==> config.mk <==
export PLATFORM = sky130hd
export DESIGN_NAME = pcw_vram_responder
export DESIGN_NICKNAME = d
export VERILOG_FILES = /design/src/rtl/pcw_vram_responder.sv
export SDC_FILE = /design/constraint.sdc
export NUM_CORES = 1
export LEC_CHECK = 0
export ABC_AREA = 1
export BUFFER_PORTS_ARGS = -buffer_cell sky130_fd_sc_hd__buf_4
export CELL_PAD_IN_SITES_DETAIL_PLACEMENT = 1
export CELL_PAD_IN_SITES_GLOBAL_PLACEMENT = 1
export CORE_ASPECT_RATIO = 1.1
export CORE_MARGIN = 3
export CORE_UTILIZATION = 36
export DETAILED_ROUTE_END_ITERATION = 10
export MAX_ROUTING_LAYER = met4
export PLACE_DENSITY_LB_ADDON = 0.25
export SYNTH_ARGS = -nofsm -noshare
export SYNTH_HDL_FRONTEND = slang
export SYNTH_SLANG_ARGS = --single-unit
==> constraint.sdc <==
create_clock -name clk_sys -period 3.65 [get_ports clk_sys]
set_input_delay 0.365 -clock clk_sys [delete_from_list [all_inputs] [get_ports clk_sys]]
set_output_delay 0.365 -clock clk_sys [all_outputs]
set_load 0.1 [all_outputs]
==> src/rtl/pcw_vram_responder.sv <==
// ---------------------------------------------------------------------------
// pcw_vram_responder
//
// Shares one single-port byte RAM between the video controller and the CPU
// using a fixed four-slot schedule locked to the pixel strobe.
//
//   phase 1 : video slot, vid_addr is loaded onto ram_addr
//   phase 2 : video data is captured into vid_din; the only CPU issue slot
//   phase 3 : (cycle after a CPU issue) read data / ack are captured
//   phase 0 : idle
//
// Addresses registered at the end of a slot reach the RAM in the next cycle,
// and the RAM returns data one cycle later. That data is captured at the
// end of the following slot. The video path therefore has a fixed latency.
// The worst-case CPU request-to-ack latency is 5 clk_sys cycles.
//
// Ports:
//   clk_sys    in   64 MHz system clock (rising edge)
//   reset_n    in   asynchronous active-low reset
//   ce_pix     in   pixel strobe, forces the next phase to 1
//   vid_addr   in   video read address (17 bits)
//   vid_din    out  registered video read data
//   cpu_addr   in   CPU address (RAM_AW bits)
//   cpu_rd     in   CPU read request level
//   cpu_wr     in   CPU write request level (wins over cpu_rd)
//   cpu_dout   in   CPU write data
//   cpu_din    out  registered CPU read data
//   cpu_ack    out  one-cycle completion pulse
//   ram_addr   out  registered RAM address
//   ram_we     out  registered RAM write enable
//   ram_wdata  out  registered RAM write data
//   ram_rdata  in   RAM read data, valid one cycle after ram_addr
// ---------------------------------------------------------------------------
module pcw_vram_responder #(
  parameter int RAM_AW = 18
) (
  input  logic              clk_sys,
  input  logic              reset_n,
  input  logic              ce_pix,
  input  logic [16:0]       vid_addr,
  output logic [7:0]        vid_din,
  input  logic [RAM_AW-1:0] cpu_addr,
  input  logic              cpu_rd,
  input  logic              cpu_wr,
  input  logic [7:0]        cpu_dout,
  output logic [7:0]        cpu_din,
  output logic              cpu_ack,
  output logic [RAM_AW-1:0] ram_addr,
  output logic              ram_we,
  output logic [7:0]        ram_wdata,
  input  logic [7:0]        ram_rdata
);

  localparam logic [1:0] PH_IDLE = 2'd0;
  localparam logic [1:0] PH_VID  = 2'd1;
  localparam logic [1:0] PH_CPU  = 2'd2;
  localparam logic [1:0] PH_DONE = 2'd3;

  logic [1:0]        phase_r;
  logic [1:0]        phase_nxt_s;
  logic              armed_r;
  logic              pend_r;
  logic              pend_rd_r;
  logic              cpu_req_s;
  logic              issue_s;
  logic [RAM_AW-1:0] vid_addr_ext_s;
  logic [7:0]        vid_din_r;
  logic [7:0]        cpu_din_r;
  logic              cpu_ack_r;
  logic [RAM_AW-1:0] ram_addr_r;
  logic              ram_we_r;
  logic [7:0]        ram_wdata_r;

  assign vid_addr_ext_s = RAM_AW'(vid_addr);

  assign vid_din   = vid_din_r;
  assign cpu_din   = cpu_din_r;
  assign cpu_ack   = cpu_ack_r;
  assign ram_addr  = ram_addr_r;
  assign ram_we    = ram_we_r;
  assign ram_wdata = ram_wdata_r;

  // Next slot phase: the strobe re-aligns, otherwise free-run modulo 4.
  always_comb begin
    phase_nxt_s = phase_r;
    if (ce_pix) begin
      phase_nxt_s = PH_VID;
    end else begin
      phase_nxt_s = phase_r + 2'd1;
    end
  end

  // CPU issue decision: only in phase 2, and only once per request level.
  always_comb begin
    cpu_req_s = cpu_rd | cpu_wr;
    issue_s   = 1'b0;
    if ((phase_r == PH_CPU) && cpu_req_s && armed_r) begin
      issue_s = 1'b1;
    end else begin
      issue_s = 1'b0;
    end
  end

  // Slot phase register.
  always_ff @(posedge clk_sys or negedge reset_n) begin
    if (!reset_n) begin
      phase_r <= PH_IDLE;
    end else begin
      phase_r <= phase_nxt_s;
    end
  end

  // Arming: cleared on issue, re-armed only after a cycle with no request.
  always_ff @(posedge clk_sys or negedge reset_n) begin
    if (!reset_n) begin
      armed_r <= 1'b1;
    end else if (issue_s) begin
      armed_r <= 1'b0;
    end else if (!cpu_req_s) begin
      armed_r <= 1'b1;
    end else begin
      armed_r <= armed_r;
    end
  end

  // In-flight CPU access marker. The result always lands in the cycle right
  // after the issue, even if ce_pix shortened the period.
  always_ff @(posedge clk_sys or negedge reset_n) begin
    if (!reset_n) begin
      pend_r    <= 1'b0;
      pend_rd_r <= 1'b0;
    end else begin
      pend_r    <= issue_s;
      pend_rd_r <= issue_s & ~cpu_wr;
    end
  end

  // RAM port: video address in phase 1, CPU address on issue, else hold.
  always_ff @(posedge clk_sys or negedge reset_n) begin
    if (!reset_n) begin
      ram_addr_r  <= '0;
      ram_we_r    <= 1'b0;
      ram_wdata_r <= 8'h00;
    end else begin
      ram_we_r <= issue_s & cpu_wr;
      case (phase_r)
        PH_VID: begin
          ram_addr_r <= vid_addr_ext_s;
        end
        PH_CPU: begin
          if (issue_s) begin
            ram_addr_r  <= cpu_addr;
            ram_wdata_r <= cpu_dout;
          end
        end
        default: begin
          ram_addr_r <= ram_addr_r;
        end
      endcase
    end
  end

  // Video data capture at the end of phase 2; held otherwise.
  always_ff @(posedge clk_sys or negedge reset_n) begin
    if (!reset_n) begin
      vid_din_r <= 8'h00;
    end else if (phase_r == PH_CPU) begin
      vid_din_r <= ram_rdata;
    end else begin
      vid_din_r <= vid_din_r;
    end
  end

  // CPU completion: ack for every access, read data for reads only.
  always_ff @(posedge clk_sys or negedge reset_n) begin
    if (!reset_n) begin
      cpu_ack_r <= 1'b0;
      cpu_din_r <= 8'h00;
    end else begin
      cpu_ack_r <= pend_r;
      if (pend_rd_r) begin
        cpu_din_r <= ram_rdata;
      end
    end
  end

endmodule

==> results of run 1 <==
## logic make-up (layout without fill, tap and decap cells)
logic type / count (synthesis) / count (layout)
and+or+nand+nor: 140 / 140
DFF: 49 / 49
buffers and inverters: 19 / 117
muxes: 16 / 16
adders and majority gates: 3 / 3
AOI/OAI and AO/OA: 1 / 1
## power by group through the flow
| stage | Sequential (mW) | Combinational [mW] | Clock (mW) |
|---|---|---|---|
| global placement | 0.756 | 1.44 | 0 |
| CTS | 0.753 | 1.45 | 0.384 |
| floorplan | 1.70 | 0.179 | 0 |
| detailed placement | 0.764 | 1.45 | 0 |
| finish | 0.750 | 1.44 | 0.372 |
| global route | 0.770 | 1.50 | 0.410 |
## sequential cells by signal, summed over array words and instances, names as in the netlist
| register | flops |
|---|---|
| cpu_din | 8 |
| ram_wdata | 8 |
| ram_we | 1 |
| armed_r | 1 |
| phase_r | 2 |
| pend_r | 1 |
| ram_addr | 18 |
| pend_rd_r | 1 |
| cpu_ack | 1 |
| vid_din | 8 |
## cells in the final DEF, fill, tap and decap left out, types with 3 or more instances in the layout
| master | count |
|---|---|
| sky130_fd_sc_hd__buf_4 | 100 |
| sky130_fd_sc_hd__clkbuf_8 | 5 |
| sky130_fd_sc_hd__dfrtp_1 | 48 |
| sky130_fd_sc_hd__ha_1 | 3 |
| sky130_fd_sc_hd__inv_1 | 6 |
| sky130_fd_sc_hd__mux2_2 | 16 |
| sky130_fd_sc_hd__nand2_1 | 106 |
| sky130_fd_sc_hd__nand3_1 | 26 |
| sky130_fd_sc_hd__nor2_1 | 3 |
## layer usage
metal / vias to the layer above / part of all wire (%)
met1: 888 / 41
met4: 0 / 1.6
met3: 9 / 7.4
li1: 913 / -
met5: - / 0
met2: 72 / 50
## how the worst max path moves through the flow
stage / start / to / slack, ns / cells past startpoint
floorplan: phase_r[0] / ram_addr[10] / 2.35 / 8
global placement: phase_r[0] / ram_addr[5] / 1.64 / 6
detailed placement: phase_r[0] / ram_addr[11] / 1.55 / 6
CTS: phase_r[0] / ram_addr[17] / 1.51 / 6
global route: phase_r[0] / ram_addr[17] / 1.25 / 6
finish: phase_r[0] / ram_addr[17] / 1.53 / 6
## worst max-delay path, stage by stage (launching register included)
cell	delay, ns
sky130_fd_sc_hd__dfrtp_1	0.39
sky130_fd_sc_hd__inv_1	0.10
sky130_fd_sc_hd__ha_1	0.64
sky130_fd_sc_hd__nand3_4	0.40
sky130_fd_sc_hd__nand2_4	0.33
sky130_fd_sc_hd__nand2_1	0.10
sky130_fd_sc_hd__nand2_1	0.08
## per-stage QoR
stage                     util, %  total power [mW]
after global placement      52.67             2.195
after detailed placement    52.67             2.214
final                       54.60             2.563
after floorplan                 -             1.876
after CTS                   54.60             2.589
after global routing        54.60             2.674
## layout make-up
class,count,area (µm²),share of cell area [%]
inverter,9,38.79,1.275
multi-input combinational,160,823.3,27.07
timing repair buffer,100,750.7,24.68
clock buffer,6,72.57,2.386
tap,75,93.84,3.085
sequential,49,1227,40.35
clock inverter,2,35.03,1.152
==> summary.md, run 1 <==
- **routability-driven placement congestion ratio** 0.7236
- **path class of the lowest-slack min-delay path** input pin to asynchronous set/reset pin
- **kind of end point of the critical path** flop
- **setup slack on the worst flop-to-flop path** 1.53 ns
- **number of setup buffers added after CTS** 0
- **CTS root buffer** sky130_fd_sc_hd__clkbuf_8
- **Boundary Pins** 100
- **mean routed wirelength per cell** 13.80 µm
- **most congested layer reported by global routing** met2
- **initial antenna violation count** 0
- **run status** finished, final reports clean
- **peak supply drop** 0.0005058 V
- **number of hold-repair buffers added at the cts stage** 0
- **Mean Syn Cell Area** 9.439 µm²
- **number of global-route vias before repair** 1921
- **Synth Area in Adders** 1.744%
- **first drt pass iteration count** 4
- **sum of net half-perimeters after detailed placement** 4227 µm
- **pre-CTS setup slack** 1.552 ns
- **number of flip-flops and latches in the synthesized netlist** 49
- **Worst Setup Slack, final** 1.532 ns
- **capture instance of the worst register-to-register path** ram_addr[17]
- **share of post-route cells with drive strength above 1** 40.18%
- **cell type with the largest total area after synthesis** sky130_fd_sc_hd__dfrtp_1
- **net switching share of the total power** 54.12%
- **drt initial violations** 72
- **Final period util** 58.02%
- **crit path DAT** 2.35 ns
- **post-CTS sizing** 0
- **largest cells by area after synthesis** sky130_fd_sc_hd__dfrtp_1 56%, sky130_fd_sc_hd__nand2_1 18%, sky130_fd_sc_hd__mux2_2 8.4%
- **most numerous cell types in the synthesized netlist** 106 x sky130_fd_sc_hd__nand2_1, 48 x sky130_fd_sc_hd__dfrtp_1, 26 x sky130_fd_sc_hd__nand3_1
- **Simple-Gate Fraction of Synth Area** 27.91%
- **top_reg_cell synth** sky130_fd_sc_hd__dfrtp_1
- **buffers from clock root to sink, at most** 2
- **routed via count divided by cell count** 4.693
- **Worst Max-Slew Pin Slew** 0.7344 ns
- **maximum clock frequency** 472.2 MHz
- **Final Cell Area** 3042 µm²
- **combinational family with the most area after synthesis** simple AND/OR/NAND/NOR gates
- **launch point of the worst reg-to-reg path** phase_r[0]
- **area growth from synthesis to final layout** 41.34%
- **TritonCTS Sinks** 49
- **area of the core** 5570 µm²
- **pin count of the biggest net entering global routing** 50
- **count of nets after finishing** 384
- **required arrival time at the worst endpoint** 3.88 ns
- **Max Slew Vio Count** 0
- **worst-case hold slack** 0.07547 ns
- **Max-cap violations** 0
- **antenna cells** 0
- **DRC viols** 0
- **global route overflow** 0
- **Gate power share** 56.2%
- **dominant cell by count in the synthesized netlist** sky130_fd_sc_hd__nand2_1
- **CTS H-tree lvls** 2
- **Num CTS Buffers** 5
- **Fillers** 650
- **insertion delay to the later sink of the worst-skew pair** 0.30 ns
- **xor-xnor portion of the synthesized cell area** 0%
- **count of different cell masters after synthesis** 19
- **maximum fanout encountered on the critical timing path** 27
- **Reg2Reg Depth** 6
- **wire length of the first global-routing pass** 9266 µm
- **number of standard cells in the final layout excluding fillers** 401
- **global-route met3 utilization** 3.623%
- **synth warn** 0
- **number of vias in the routed layout** 1882
- **worst clock skew** 0.007475 ns
- **area share of the largest cell type after synthesis** 55.81%
- **# rows** 28
- **summed instance area of the synthesized netlist** 2152 µm²
- **IO Port Bufs** 99
- **critical path startpoint category** flop
- **overall routing resource usage** 17.41%
- **category of the critical setup timing path** flop to flop
- **area fraction in compound gates after synthesis** 0.2326%
- **endpoints failing setup** 0
- **die outline area** 6943 µm²
- **relative max-transition margin** 51.04%
- **final critical path time including I/O delays and setup** 2.118 ns
- **Sw Pwr** 1.387 mW
- **count of flip-flops with a built-in enable after synthesis** 0
- **clock tree from TritonCTS** built
- **met1 GRT Util** 20.80%
- **Chip Height** 87.09 µm
- **antenna-violating nets left** 0
- **die width** 79.72 µm
- **total power divided by cell area** 842.5 nW/µm²
- **Mapped Cells** 228
- **clock network fraction of design power** 14.5%
- **fraction of synthesized area in multiplexers** 8.372%
- **RSZ-0062 raised after global routing** no
- **# placed instances** 393
- **Final Hold Fails** 0
- **number of nets produced by synthesis** 287
- **cell area after placement** 2934 µm²
- **sequential share of power** 29.3%
- **Reg clk slew, reported paths** 0.08 ns
- **proportion of register bits with asynchronous set or reset after synthesis** 100.0%
- **met2 GRT Util** 29.69%
- **overall routed net length** 5534 µm
- **Total Negative Setup Slacks** 0 ns
- **Leak** 1.686 nW
- **initial core utilization** 38.63%
- **Seq/Total Area, Yosys** 57.03%
- **cell-internal power** 1.176 mW
Power figures use the tool's default switching activity.
==> run 2, diff against run 1 <==
--- a/config.mk
+++ b/config.mk
@@ -11,7 +11,7 @@
 export CELL_PAD_IN_SITES_GLOBAL_PLACEMENT = 1
 export CORE_ASPECT_RATIO = 1.1
 export CORE_MARGIN = 3
-export CORE_UTILIZATION = 36
+export CORE_UTILIZATION = 30
 export DETAILED_ROUTE_END_ITERATION = 10
 export MAX_ROUTING_LAYER = met4
 export PLACE_DENSITY_LB_ADDON = 0.25
==> constraint.sdc (replaced) <==
create_clock -name clk_sys -period 1.8 [get_ports clk_sys]
set_input_delay 0.18 -clock clk_sys [delete_from_list [all_inputs] [get_ports clk_sys]]
set_output_delay 0.18 -clock clk_sys [all_outputs]
set_load 0.1 [all_outputs]
==> summary.md, run 2 (synthesis results as in run 1) <==
- **routed via count divided by cell count** 4.460
- **kind of cell adding the most delay to the critical path** flip-flops
- **DRC viols** 0
- **hold-critical path depth** 2
- **min-delay src** ce_pix
- **Reg2Reg Depth** 6
- **path class of the lowest-slack min-delay path** input pin to flop
- **# placed instances** 402
- **Max-cap violations** 0
- **maximum cell stage delay along the critical path** 0.39 ns
- **Largest register FFs** 18
- **# rows** 31
- **area of the core** 6788 µm²
- **sum of net half-perimeters after detailed placement** 4196 µm
- **die width** 86.76 µm
- **share of post-route cells with drive strength above 1** 40.43%
- **chain of cells forming the critical path** inv_1 > ha_1 > nand3_4 > buf_4 > nand2_1 > nand2_1
- **routability-driven placement congestion ratio** 0.7019
- **post-CTS sizing** 0
- **buffers from clock root to sink, at most** 2
- **IO Port Bufs** 99
- **die outline area** 8227 µm²
- **initial core utilization** 31.71%
- **cell type with the highest occurrence count on the critical path** sky130_fd_sc_hd__nand2_1
- **met1 GRT Util** 16.93%
- **most congested layer reported by global routing** met2
- **Buf/Inv on CP** 2
- **Num CTS Buffers** 5
- **launch point of the worst reg-to-reg path** phase_r[0]
- **maximum clock frequency** 634.5 MHz
- **Final Hold Fails** 0
- **relative max-transition margin** 58.61%
- **antenna cells** 0
- **maximum fanout encountered on the critical timing path** 20
- **RSZ-0062 raised after global routing** no
- **overall routed net length** 5677 µm
- **peak supply drop** 0.001028 V
- **Boundary Pins** 100
- **number of vias in the routed layout** 1833
- **CTS H-tree lvls** 2
- **met2 GRT Util** 23.15%
- **clock tree from TritonCTS** built
- **Worst Max-Slew Pin Slew** 0.6209 ns
- **wire length of the first global-routing pass** 8811 µm
- **CTS root buffer** sky130_fd_sc_hd__clkbuf_8
- **initial antenna violation count** 0
- **commonest non-fill, non-tap cell in the layout** sky130_fd_sc_hd__nand2_1
- **number of standard cells in the final layout excluding fillers** 411
- **global-route met3 utilization** 3.665%
- **total power divided by cell area** 1665 nW/µm²
- **Leak** 1.682 nW
- **commonest non-fill, non-tap cells in the layout** 106 x sky130_fd_sc_hd__nand2_1, 102 x sky130_fd_sc_hd__buf_4, 48 x sky130_fd_sc_hd__dfrtp_1, 26 x sky130_fd_sc_hd__nand3_1, 16 x sky130_fd_sc_hd__mux2_2
- **first drt pass iteration count** 4
- **count of nets after finishing** 387
- **capture instance of the worst register-to-register path** ram_wdata[2]
- **run status** finished, final reports clean
- **kind of end point of the critical path** flop
- **category of the critical setup timing path** flop to flop
- **number of setup buffers added after CTS** 0
- **pin count of the biggest net entering global routing** 50
- **drt initial violations** 41
- **Total Negative Setup Slacks** 0 ns
- **number of global-route vias before repair** 1877
- **Worst Hold Endpoint** phase_r[1]
- **mean routed wirelength per cell** 13.81 µm
- **endpoints failing setup** 0
- **area growth from synthesis to final layout** 41.98%
- **global route overflow** 0
- **final critical path time including I/O delays and setup** 1.576 ns
- **critical path startpoint category** flop
- **insertion delay to the later sink of the worst-skew pair** 0.30 ns
- **antenna-violating nets left** 0
- **number of hold-repair buffers added at the cts stage** 1
- **setup slack on the worst flop-to-flop path** 0.22 ns
- **required arrival time at the worst endpoint** 1.99 ns
- **Reg clk slew, reported paths** 0.09 ns
- **Chip Height** 94.83 µm
- **Final period util** 87.56%
- **crit path DAT** 1.77 ns
- **TritonCTS Sinks** 49
- **worst clock skew** 0.003330 ns
- **overall routing resource usage** 14.07%
- **Slowest-stage cell, CP** sky130_fd_sc_hd__dfrtp_1
- **Max Slew Vio Count** 0
## run 2: cell types whose count changed in the layout (fill, tap and decap cells not counted)
cell	previous run	this run
sky130_fd_sc_hd__clkinv_2	1	0
sky130_fd_sc_hd__buf_4	100	102
sky130_fd_sc_hd__dlygate4sd3_1	0	1
sky130_fd_sc_hd__clkinvlp_4	0	2
sky130_fd_sc_hd__bufinv_16	1	0
## run 2: worst max path at each step
stage / startpoint / to / cells past startpoint
CTS: phase_r[0] / ram_addr[4] / 6
floorplan: phase_r[0] / ram_addr[10] / 8
detailed placement: phase_r[0] / ram_addr[4] / 6
global route: phase_r[0] / ram_addr[4] / 6
global placement: phase_r[0] / ram_wdata[1] / 6
finish: phase_r[0] / ram_wdata[2] / 6
## run 2: final cells by class
type,count,area [µm²]
clock buffer,6,72.57
clock inverter,2,15.01
fill,800,3732
inverter,9,38.79
multi-input combinational,160,823.3
sequential,49,1227
tap,82,102.6
timing repair buffer,103,775.7
## run 2: routing by layer
metal	wire [µm]	part of all wire, %	up-vias
met5	0	0	-
met4	53	0.93	0
met3	413	7.3	4
met2	2733	48	70
met1	2477	44	846
li1	-	-	913
## run 2: per-stage QoR
stage	util [%]	hold WS [ns]	cell area [µm²]	worst slack [ns]	power, mW
after detailed placement	43.58	0.2468	2958	0.2097	4.492
final	45.01	0.03125	3055	0.2239	5.086
after global placement	43.58	0.2366	2958	0.2858	4.459
after floorplan	-	-0.1156	2152	0.5028	3.805
after CTS	45.01	0.02415	3055	0.1841	5.140
after global routing	45.01	0.02353	3055	0.08779	5.297
## run 2: report_power, final
| group | switching (mW) | internal [mW] | leakage [nW] |
|---|---|---|---|
| registers | 0.150 | 1.37 | 0.612 |
| clock network | 0.369 | 0.274 | 0.0374 |
| logic | 2.32 | 0.604 | 1.03 |
| total | 2.84 | 2.25 | 1.68 |
==> run 3, diff against run 2 <==
--- a/config.mk
+++ b/config.mk
@@ -5,13 +5,13 @@
 export SDC_FILE = /design/constraint.sdc
 export NUM_CORES = 1
 export LEC_CHECK = 0
-export ABC_AREA = 1
 export BUFFER_PORTS_ARGS = -buffer_cell sky130_fd_sc_hd__buf_4
 export CELL_PAD_IN_SITES_DETAIL_PLACEMENT = 1
 export CELL_PAD_IN_SITES_GLOBAL_PLACEMENT = 1
 export CORE_ASPECT_RATIO = 1.1
 export CORE_MARGIN = 3
 export CORE_UTILIZATION = 30
+export CTS_BUF_LIST = sky130_fd_sc_hd__clkbuf_4 sky130_fd_sc_hd__clkbuf_8
 export DETAILED_ROUTE_END_ITERATION = 10
 export MAX_ROUTING_LAYER = met4
 export PLACE_DENSITY_LB_ADDON = 0.25
==> summary.md, run 3 <==
- **routed via count divided by cell count** 4.646
- **pre-CTS setup slack** 0.2018 ns
- **commonest non-fill, non-tap cells in the layout** 101 x sky130_fd_sc_hd__buf_4, 48 x sky130_fd_sc_hd__dfrtp_1, 17 x sky130_fd_sc_hd__o22a_1, 17 x sky130_fd_sc_hd__o21a_1, 16 x sky130_fd_sc_hd__mux2_2
- **total power divided by cell area** 1735 nW/µm²
- **endpoints failing setup** 0
- **IO Port Bufs** 99
- **commonest non-fill, non-tap cell in the layout** sky130_fd_sc_hd__buf_4
- **antenna cells** 0
- **number of nets produced by synthesis** 194
- **overall routed net length** 5096 µm
- **Reg clk slew, reported paths** 0.09 ns
- **Chip Height** 91.81 µm
- **dominant cell by count in the synthesized netlist** sky130_fd_sc_hd__dfrtp_1
- **drt initial violations** 45
- **global route overflow** 0
- **pin count of the biggest net entering global routing** 50
- **TritonCTS Sinks** 49
- **Worst Max-Slew Pin Slew** 0.6244 ns
- **Final Hold Fails** 0
- **peak supply drop** 0.0007988 V
- **Fillers** 683
- **min-delay src** ce_pix
- **required arrival time at the worst endpoint** 1.98 ns
- **count of flip-flops with a built-in enable after synthesis** 0
- **Leak** 1.439 nW
- **insertion delay to the later sink of the worst-skew pair** 0.29 ns
- **buffers from clock root to sink, at most** 2
- **initial core utilization** 31.66%
- **launch point of the worst reg-to-reg path** phase_r[0]
- **sum of net half-perimeters after detailed placement** 3805 µm
- **mean routed wirelength per cell** 15.97 µm
- **summed instance area of the synthesized netlist** 2008 µm²
- **DRC viols** 0
- **chain of cells forming the critical path** inv_1 > ha_1 > nand2b_1 > buf_4 > o22a_1 > o21a_1
- **initial antenna violation count** 0
- **synth warn** 0
- **first drt pass iteration count** 4
- **die width** 84.01 µm
- **proportion of register bits with asynchronous set or reset after synthesis** 100.0%
- **Worst Setup Slack, final** 0.1947 ns
- **Total Negative Setup Slacks** 0 ns
- **Num CTS Buffers** 5
- **routability-driven placement congestion ratio** 0.6858
- **Critical Path Source** phase_r[0]
- **number of global-route vias before repair** 1499
- **Mapped Cells** 135
- **kind of end point of the critical path** flop
- **clock tree from TritonCTS** built
- **maximum clock frequency** 623.0 MHz
- **worst clock skew** 0.005524 ns
- **count of nets after finishing** 297
- **Largest register FFs** 18
- **Mean Syn Cell Area** 14.88 µm²
- **CTS root buffer** sky130_fd_sc_hd__clkbuf_8
- **# placed instances** 310
- **Slowest-stage cell, CP** sky130_fd_sc_hd__dfrtp_1
- **Final period util** 89.18%
- **relative max-transition margin** 58.37%
- **number of setup buffers added after CTS** 0
- **critical path startpoint category** flop
- **overall routing resource usage** 13.78%
- **number of standard cells in the final layout excluding fillers** 319
- **Seq/Total Area, Yosys** 61.12%
- **wire length of the first global-routing pass** 8142 µm
- **top_reg_cell synth** sky130_fd_sc_hd__dfrtp_1
- **path class of the lowest-slack min-delay path** input pin to flop
- **largest cells by area after synthesis** sky130_fd_sc_hd__dfrtp_1 60%, sky130_fd_sc_hd__mux2_2 9.0%, sky130_fd_sc_hd__o22a_1 7.4%
- **number of vias in the routed layout** 1482
- **area growth from synthesis to final layout** 47.79%
- **cell type with the largest total area after synthesis** sky130_fd_sc_hd__dfrtp_1
- **maximum cell stage delay along the critical path** 0.39 ns
- **most numerous cell types in the synthesized netlist** 48 x sky130_fd_sc_hd__dfrtp_1, 17 x sky130_fd_sc_hd__o21a_1, 17 x sky130_fd_sc_hd__o22a_1
- **run status** finished, final reports clean
- **antenna-violating nets left** 0
- **number of flip-flops and latches in the synthesized netlist** 49
- **CTS H-tree lvls** 2
- **area of the core** 6344 µm²
- **# rows** 30
- **category of the critical setup timing path** flop to flop
- **area share of the largest cell type after synthesis** 59.81%
- **Max-cap violations** 0
- **RSZ-0062 raised after global routing** no
- **Max Slew Vio Count** 0
- **share of post-route cells with drive strength above 1** 57.74%
- **crit path DAT** 1.79 ns
- **final critical path time including I/O delays and setup** 1.605 ns
- **maximum fanout encountered on the critical timing path** 17
- **die outline area** 7713 µm²
- **count of different cell masters after synthesis** 22
- **Boundary Pins** 100
## run 3: cell count changes after synthesis, moves of 3 or more
cell                      previous run  this run
sky130_fd_sc_hd__buf_2               8         3
sky130_fd_sc_hd__inv_1               6         3
sky130_fd_sc_hd__mux2_4              0         8
sky130_fd_sc_hd__nand2_1           106         2
sky130_fd_sc_hd__nand3_1            26         0
sky130_fd_sc_hd__o21a_1              0        17
sky130_fd_sc_hd__o22a_1              0        17
## run 3: metal layers
metal	wire length [µm]	global-route usage [%]	vias to the layer above	share of wire, %
li1	-	-	696	-
met1	2201	17.86	721	43
met2	2511	21.49	58	49
met3	325	3.414	7	6.4
met5	0	-	-	0
met4	58	4.021	0	1.1
## run 3: cells by family after synthesis
kind of cell	synth area share, %
buf+inv	2.990
compound gates	16.07
simple gates	2.990
flops	61.12
fa+ha+maj	1.869
mux	14.95
## run 3: worst max-delay path, delay by kind of cell (launching register included)
family                   cells  cell delay [ns]
AO/OA/AOI/OAI                2             0.31
AND/OR/NAND/NOR              1             0.24
adder cells (fa/ha/maj)      1             0.24
flip-flops                   1             0.39
buffers and inverters        2             0.31
## run 3: worst paths after layout
| kind | slack (ns) | to | cells after the start |
|---|---|---|---|
| setup / recovery | 0.19 | ram_addr[13] | 6 |
| hold / removal | 0.02 | phase_r[1] | 2 |
| setup reg to reg | 0.19 | ram_addr[13] | 6 |
| hold reg to reg | 0.35 | cpu_ack | 0 |
| max in group asynchronous | 0.94 | ram_addr[10] | 2 |
| min in group asynchronous | 0.44 | vid_din[2] | 2 |
## run 3: layout make-up
class	count	area (µm²)	share of cell area, %
clock buffers	7	90.09	3.035
repair buffers	103	788.3	26.56
inverters	3	11.26	0.3794
clock inverters	1	30.03	1.012
flip-flops and latches	49	1227	41.36
well taps	80	100.1	3.373
multi-input cells	76	720.7	24.28
## run 3: what timing repair did
action,in CTS,in global routing
gates resized for setup,0,0
hold buffers,1,0
hold endpoints to repair,48,0
## run 3: report_power, final
| group | leakage (nW) | total [mW] | internal, mW | switching, mW |
|---|---|---|---|---|
| Sequential | 0.591 | 1.51 | 1.36 | 0.145 |
| Clock | 0.0619 | 0.827 | 0.468 | 0.358 |
| Combinational | 0.787 | 2.81 | 0.634 | 2.18 |
## run 3: through the flow
stage	area (µm²)	hold WS [ns]	power (mW)	util [%]
2_1_floorplan	2008	-0.1156	3.705	-
3_3_place_gp	2838	0.2562	4.342	44.73
3_5_place_dp	2838	0.2496	4.367	44.73
4_1_cts	2968	0.008177	5.209	46.79
5_1_grt	2968	0.01383	5.335	46.79
6_report	2968	0.02030	5.148	46.79
